<file path="config.mk">
export PLATFORM = sky130hd
export DESIGN_NAME = uart_gpio_bridge
export DESIGN_NICKNAME = d
export VERILOG_FILES = /design/src/rtl/uart_gpio_bridge.sv
export SDC_FILE = /design/constraint.sdc
export NUM_CORES = 1
export LEC_CHECK = 0
export ABC_AREA = 1
export CORE_MARGIN = 5
export CORE_UTILIZATION = 35
export DETAILED_ROUTE_END_ITERATION = 8
export GPL_TIMING_DRIVEN = 0
export PLACE_DENSITY = 0.55
export REMOVE_ABC_BUFFERS = 1
export SYNTH_ARGS = -nofsm -noshare
export SYNTH_HDL_FRONTEND = slang
export SYNTH_SLANG_ARGS = --single-unit
</file>
<file path="constraint.sdc">
create_clock -name clk -period 4.65 [get_ports clk]
set_clock_uncertainty 0.2 [all_clocks]
set_input_delay 1.1625 -clock clk [delete_from_list [all_inputs] [get_ports clk]]
set_output_delay 1.1625 -clock clk [all_outputs]
set_load 0.02 [all_outputs]
</file>
<file path="src/rtl/uart_gpio_bridge.sv">
// UART-to-GPIO bridge: 8N1 receiver, write/read command decoder over NUM_CH
// byte ports, two-entry reply FIFO and 8N1 transmitter.
module uart_gpio_bridge #(
  parameter int CLK_HZ       = 25000000,
  parameter int BAUD         = 115200,
  parameter int NUM_CH       = 4,
  parameter int TIMEOUT_BITS = 20
) (
  input  logic                  clk,
  input  logic                  rst,
  input  logic                  rxd,
  output logic                  txd,
  output logic [8*NUM_CH-1:0]   gp_out,
  output logic [NUM_CH-1:0]     gp_out_strobe,
  input  logic [8*NUM_CH-1:0]   gp_in,
  output logic                  frame_err,
  output logic                  overrun
);
  localparam int CPB    = CLK_HZ / BAUD;
  localparam int HALF   = CPB / 2;
  localparam int TO_CYC = TIMEOUT_BITS * CPB;
  localparam int CW     = $clog2(CPB + 1);
  localparam int TW     = $clog2(TO_CYC + 1);
  localparam logic [7:0] NCH = 8'(NUM_CH);

  // ---------------- RX ----------------
  typedef enum logic [2:0] {R_IDLE, R_START, R_DATA, R_STOP, R_WAIT} rx_st_t;
  rx_st_t rs, rs_nx;
  logic rx_s1, rx_s2;
  logic [CW-1:0] rcnt;
  logic [2:0] rbit;
  logic [7:0] rsh;
  logic rtick_half, rtick, rx_valid, rx_ferr;

  assign rtick_half = (rcnt == CW'(HALF - 1));
  assign rtick      = (rcnt == CW'(CPB - 1));

  always_ff @(posedge clk or posedge rst)
    if (rst) begin
      rx_s1 <= 1'b1;
      rx_s2 <= 1'b1;
      rs    <= R_IDLE;
    end else begin
      rx_s1 <= rxd;
      rx_s2 <= rx_s1;
      rs    <= rs_nx;
    end

  always_comb begin
    rs_nx = rs;
    case (rs)
      R_IDLE:  if (!rx_s2) rs_nx = R_START;
      R_START: if (rtick_half) rs_nx = rx_s2 ? R_IDLE : R_DATA;
      R_DATA:  if (rtick && rbit == 3'd7) rs_nx = R_STOP;
      R_STOP:  if (rtick) rs_nx = rx_s2 ? R_IDLE : R_WAIT;
      R_WAIT:  if (rx_s2) rs_nx = R_IDLE;
      default: rs_nx = R_IDLE;
    endcase
  end

  always_comb begin
    rx_valid = (rs == R_STOP) && rtick && rx_s2;
    rx_ferr  = (rs == R_STOP) && rtick && !rx_s2;
  end

  always_ff @(posedge clk or posedge rst)
    if (rst) begin
      rcnt      <= '0;
      rbit      <= '0;
      rsh       <= '0;
      frame_err <= 1'b0;
    end else begin
      if (rs == R_IDLE || rs == R_WAIT || rs != rs_nx || (rs == R_DATA && rtick)) rcnt <= '0;
      else rcnt <= rcnt + CW'(1);
      if (rs == R_START) rbit <= '0;
      else if (rs == R_DATA && rtick) rbit <= rbit + 3'd1;
      if (rs == R_DATA && rtick) rsh <= {rx_s2, rsh[7:1]};
      if (rx_ferr) frame_err <= 1'b1;
    end

  // ---------------- protocol ----------------
  typedef enum logic {P_IDLE, P_DATA} p_st_t;
  p_st_t ps, ps_nx;
  logic [6:0] pch, ch_sel;
  logic [TW-1:0] tcnt;
  logic ch_ok, wr, push;
  logic [7:0] rd_byte, push_data;

  always_ff @(posedge clk or posedge rst)
    if (rst) ps <= P_IDLE;
    else     ps <= ps_nx;

  always_comb begin
    ps_nx = ps;
    case (ps)
      P_IDLE:  if (rx_valid && rsh[7]) ps_nx = P_DATA;
      P_DATA:  if (rx_valid || tcnt == TW'(TO_CYC - 1)) ps_nx = P_IDLE;
      default: ps_nx = P_IDLE;
    endcase
  end

  always_comb begin
    ch_sel    = (ps == P_IDLE) ? rsh[6:0] : pch;
    ch_ok     = ({1'b0, ch_sel} < NCH);
    rd_byte   = 8'hFF;
    for (int k = 0; k < NUM_CH; k++)
      if (ch_sel == 7'(k)) rd_byte = gp_in[8*k +: 8];
    push      = 1'b0;
    wr        = 1'b0;
    push_data = 8'hFF;
    if (rx_valid) begin
      if (ps == P_IDLE && !rsh[7]) begin
        push      = 1'b1;
        push_data = rd_byte;
      end else if (ps == P_DATA) begin
        push      = 1'b1;
        wr        = ch_ok;
        push_data = ch_ok ? rsh : 8'hFF;
      end
    end
  end

  always_ff @(posedge clk or posedge rst)
    if (rst) begin
      pch           <= '0;
      tcnt          <= '0;
      gp_out        <= '0;
      gp_out_strobe <= '0;
    end else begin
      if (ps == P_IDLE && rx_valid && rsh[7]) pch <= rsh[6:0];
      tcnt <= (ps == P_DATA) ? tcnt + TW'(1) : '0;
      for (int k = 0; k < NUM_CH; k++) begin
        gp_out_strobe[k] <= wr && (pch == 7'(k));
        if (wr && pch == 7'(k)) gp_out[8*k +: 8] <= rsh;
      end
    end

  // ---------------- reply FIFO ----------------
  logic [7:0] fmem [2];
  logic fwp, frp, pop, do_push;
  logic [1:0] fcnt;

  // A full FIFO still accepts a push when the TX side pops in the same cycle.
  assign do_push = push && (fcnt != 2'd2 || pop);

  always_ff @(posedge clk)
    if (do_push) fmem[fwp] <= push_data;

  always_ff @(posedge clk or posedge rst)
    if (rst) begin
      fwp     <= 1'b0;
      frp     <= 1'b0;
      fcnt    <= '0;
      overrun <= 1'b0;
    end else begin
      if (do_push) fwp <= ~fwp;
      if (pop) frp <= ~frp;
      fcnt <= fcnt + {1'b0, do_push} - {1'b0, pop};
      if (push && !do_push) overrun <= 1'b1;
    end

  // ---------------- TX ----------------
  typedef enum logic [1:0] {T_IDLE, T_START, T_DATA, T_STOP} tx_st_t;
  tx_st_t ts, ts_nx;
  logic [CW-1:0] xcnt;
  logic [2:0] xbit;
  logic [7:0] xsh;
  logic xtick, fempty;

  assign xtick  = (xcnt == CW'(CPB - 1));
  assign fempty = (fcnt == 2'd0);

  always_ff @(posedge clk or posedge rst)
    if (rst) ts <= T_IDLE;
    else     ts <= ts_nx;

  always_comb begin
    ts_nx = ts;
    case (ts)
      T_IDLE:  if (!fempty) ts_nx = T_START;
      T_START: if (xtick) ts_nx = T_DATA;
      T_DATA:  if (xtick && xbit == 3'd7) ts_nx = T_STOP;
      T_STOP:  if (xtick) ts_nx = fempty ? T_IDLE : T_START;
      default: ts_nx = T_IDLE;
    endcase
  end

  // Popping at the end of a stop bit chains frames with no idle gap.
  always_comb pop = !fempty && (ts == T_IDLE || (ts == T_STOP && xtick));

  always_ff @(posedge clk or posedge rst)
    if (rst) begin
      txd  <= 1'b1;
      xcnt <= '0;
      xbit <= '0;
      xsh  <= '0;
    end else begin
      xcnt <= (ts == T_IDLE || xtick) ? '0 : xcnt + CW'(1);
      if (pop) begin
        xsh <= fmem[frp];
        txd <= 1'b0;
      end else if (ts == T_START && xtick) begin
        txd  <= xsh[0];
        xbit <= '0;
      end else if (ts == T_DATA && xtick) begin
        if (xbit == 3'd7) txd <= 1'b1;
        else begin
          txd <= xsh[1];
          xsh <= {1'b0, xsh[7:1]};
        end
        xbit <= xbit + 3'd1;
      end
    end

endmodule

</file>
==> impl_metrics.csv <==
group,metric,value,unit
run_status,outcome,"finished clean",
pwr,leakage,0.003533,uW
setup_path,crit_fanout,20,
finish,drive_gt1_share,9.572,%
grt,grt_pass1_vias,4734,
pwr,power_density,322.2,mW/mm^2
flow_run,cap_violations,0,
clocking,hold_buffers,0,
clocking,clock_latency,420,ps
routing,drt_iter0_drc,198,
placement,io_buffers,73,
setup_path,end_kind,"register",
setup_path,cp_slowest_stage_delay,900,ps
placement,post-dp-hpwl,9.635,mm
setup_path,path_cells,"inv_1 > ha_1 > inv_1 > nor2_1 > nand3_2 > nor2_1 > inv_1 > nand3_1 > nor2_1 > nand3_1 > nor2_1",
setup_path,cp.required,4750,ps
logic_synthesis,synth_edf_count,16,
logic_synthesis,synth_top_cell_by_area,"dfrtp_1",
clocking,cts.sinks,125,
timing,worstMarginPinSlew,1175,ps
logic_synthesis,synth_async_sr_flop_share,87.20,%
logic_synthesis,synth_common_cells,"179 x nand2_1, 106 x dfrtp_1, 76 x nor2_1",
logic_synthesis,yosysMostFrequentCell,"nand2_1",
logic_synthesis,ys_types,41,
setup_path,critical_path_class,"register to register",
grt,grt_max_degree,68,
setup_path,slowest_stage,"nor2_1",
routing,wl_per_cell,13.00,um
timing,drv_slew,0,
routing,ant_nets,0,
logic_synthesis,ys.flop_type,"dfrtp_1",
grt,grt_overflow,0,
finish,area_delta_synth_final,25.22,%
placement,dp_slack,1702,ps
clocking,cts_made_buffers,17,
clocking,cts_resized,0,
floorplanning,die_w,141.7,um
timing,timing.final.ws_setup,1746,ps
setup_path,startpoint_type,"register",
routing,vias_per_cell,4.658,
timing,min_period_over_period,62.44,%
routing,dr.pass1.iters,5,
clocking,cts_buffer_depth,2,
logic_synthesis,ys_top_cells_by_area,"dfrtp_1 44%, nand2_1 11%, edfxtp_1 7.9%",
logic_synthesis,synthCells,702,
floorplanning,ios,74,
grt,gr-usage-all-layers,14.05,%
floorplanning,core.rowCount,48,
clocking,clkTransAtPathRegs,60,ps
finish,antenna_cells,0,
floorplanning,fp.coreArea,0.01718,mm^2
floorplanning,initial_utilization,35.33,%
setup_path,path_common_cell,"nor2_1",
timing,layout_min_cycle_time,2904,ps
grt,grt_pass1_wl,22.51,mm
routing,vias,4746,
logic_synthesis,yosysTopAreaCellShare,43.71,%
pwr,irDropWorstVdd,0.2396,mV
finish,nets,832,
routing,drc,0,
grt,antenna_found_initial,0,
clocking,cts-root-buf,"clkbuf_16",
timing,finalHoldViolations,0,
logic_synthesis,seq_area_frac_synth,52.93,%
floorplanning,fp.dieH,141.7,um
timing,finalSetupViolCount,0,
timing,grt_setup_unrepaired,"false",
routing,drt-total-wl,13.24,mm
timing,setup-tns-final,0,ps
clocking,cts_tree,"done",
floorplanning,die_area,0.02007,mm^2
clocking,htree_num_levels,4,
hold_path,hold_class,"register to register",
placement,gp_congestion,0.7870,
timing,clock.fmax,0.3444,GHz
logic_synthesis,ys_ff_latch,125,
logic_synthesis,syn_area,0.006068,mm^2
clocking,postCtsSetupBuffers,0,
logic_synthesis,synth_warnings,0,
setup_path,cp_data_arrival_time,3000,ps
timing,relSlewSlack,21.36,%
logic_synthesis,postSynthAreaPerCell,8.644,um^2
registers in the layout, summed over array words and instances (netlist names), 3 cells and up:
signal	flops
gp_out	32
fmem	16
tcnt	13
rcnt	8
rsh	8
xcnt	8
xsh	8
pch	7
gp_out_strobe	4
rbit	3
rs	3
xbit	3
cell usage in the layout (no fill, tap or decap), types with 3 or more instances in the layout:
cell type / instances
nand2_1: 179
o21ai_2: 16
edfxtp_1: 16
xnor2_1: 3
nor3_1: 20
a21oi_1: 21
nor2_1: 76
nor3b_1: 4
clkdlybuf4s50_1: 73
dfrtp_1: 106
nand3_1: 52
clkinv_4: 6
inv_1: 74
ha_1: 16
inv_2: 5
o21ai_1: 9
nand4_1: 4
o21ai_0: 49
xor2_1: 5
clkbuf_16: 18
nand2_2: 4
nand2_4: 3
inv_6: 3
dfstp_2: 3
kinds of logic (layout without fill, tap and decap cells):
logic type	after synthesis	count (layout)	share of synthesized area, %
and+or+nand+nor	356	356	26.33
adders and majority gates	16	16	3.299
muxes	1	1	0.1650
DFF	125	125	52.93
AOI/OAI and AO/OA	100	100	9.464
xor gates and xnor gates	8	8	1.155
buffers and inverters	96	188	6.660
where the power goes:
part           internal [uW]  switching [uW]  total [uW]  leakage, uW
combinational           31.3            27.8        59.1      0.00156
clock                    773             509        1280     0.000282
sequential              1110            1.00        1110      0.00169
total                   1910             538        2450      0.00353
per-layer routing:
| layer | global-route usage, % | part of all wire, % |
|---|---|---|
| met1 | 17.44 | 46 |
| met2 | 22.22 | 48 |
| met3 | 6.134 | 5.8 |
| met4 | 4.293 | 0.72 |
| met5 | 0 | 0 |
critical path, delay by kind of cell (launching register included):
kind                     cells  cell delay (ps)
buffers and inverters        3              350
adder cells (fa/ha/maj)      1              130
flip-flops                   1              400
AND/OR/NAND/NOR              7             1680
stage by stage:
step	util [%]	total power [uW]	cells	area (um^2)	hold slack, ps
floorplan	-	1149	688	5972	145.2
global placement	40.66	1185	986	6984	145.9
detailed placement	40.84	1189	987	7014	150.9
CTS	44.24	2490	1019	7599	159.4
global route	44.24	2557	1019	7599	162.1
finish	44.24	2449	1019	7599	157.3
path summary, 6_finish.rpt:
check / from / end / slack [ps] / cells after the start
worst max-delay path: rcnt[0] / rcnt[6] / 1750 / 11
worst min-delay path: rx_s1 / rx_s2 / 160 / 0
worst max register to register: rcnt[0] / rcnt[6] / 1750 / 11
worst min register to register: rx_s1 / rx_s2 / 160 / 0
max in group asynchronous: rst / rx_s1 / 2540 / 3
min in group asynchronous: rst / rcnt[2] / 950 / 2
final cells by class:
cell class                 instances  area (um^2)
timing repair buffer              74        758.2
inverter                          82        310.3
fill                            1707         9578
clock buffer                      18        450.4
multi-input combinational        481         2452
sequential                       125         3212
tap                              225        281.5
clock inverter                    14        133.9
(Power assumes the default switching activity.)
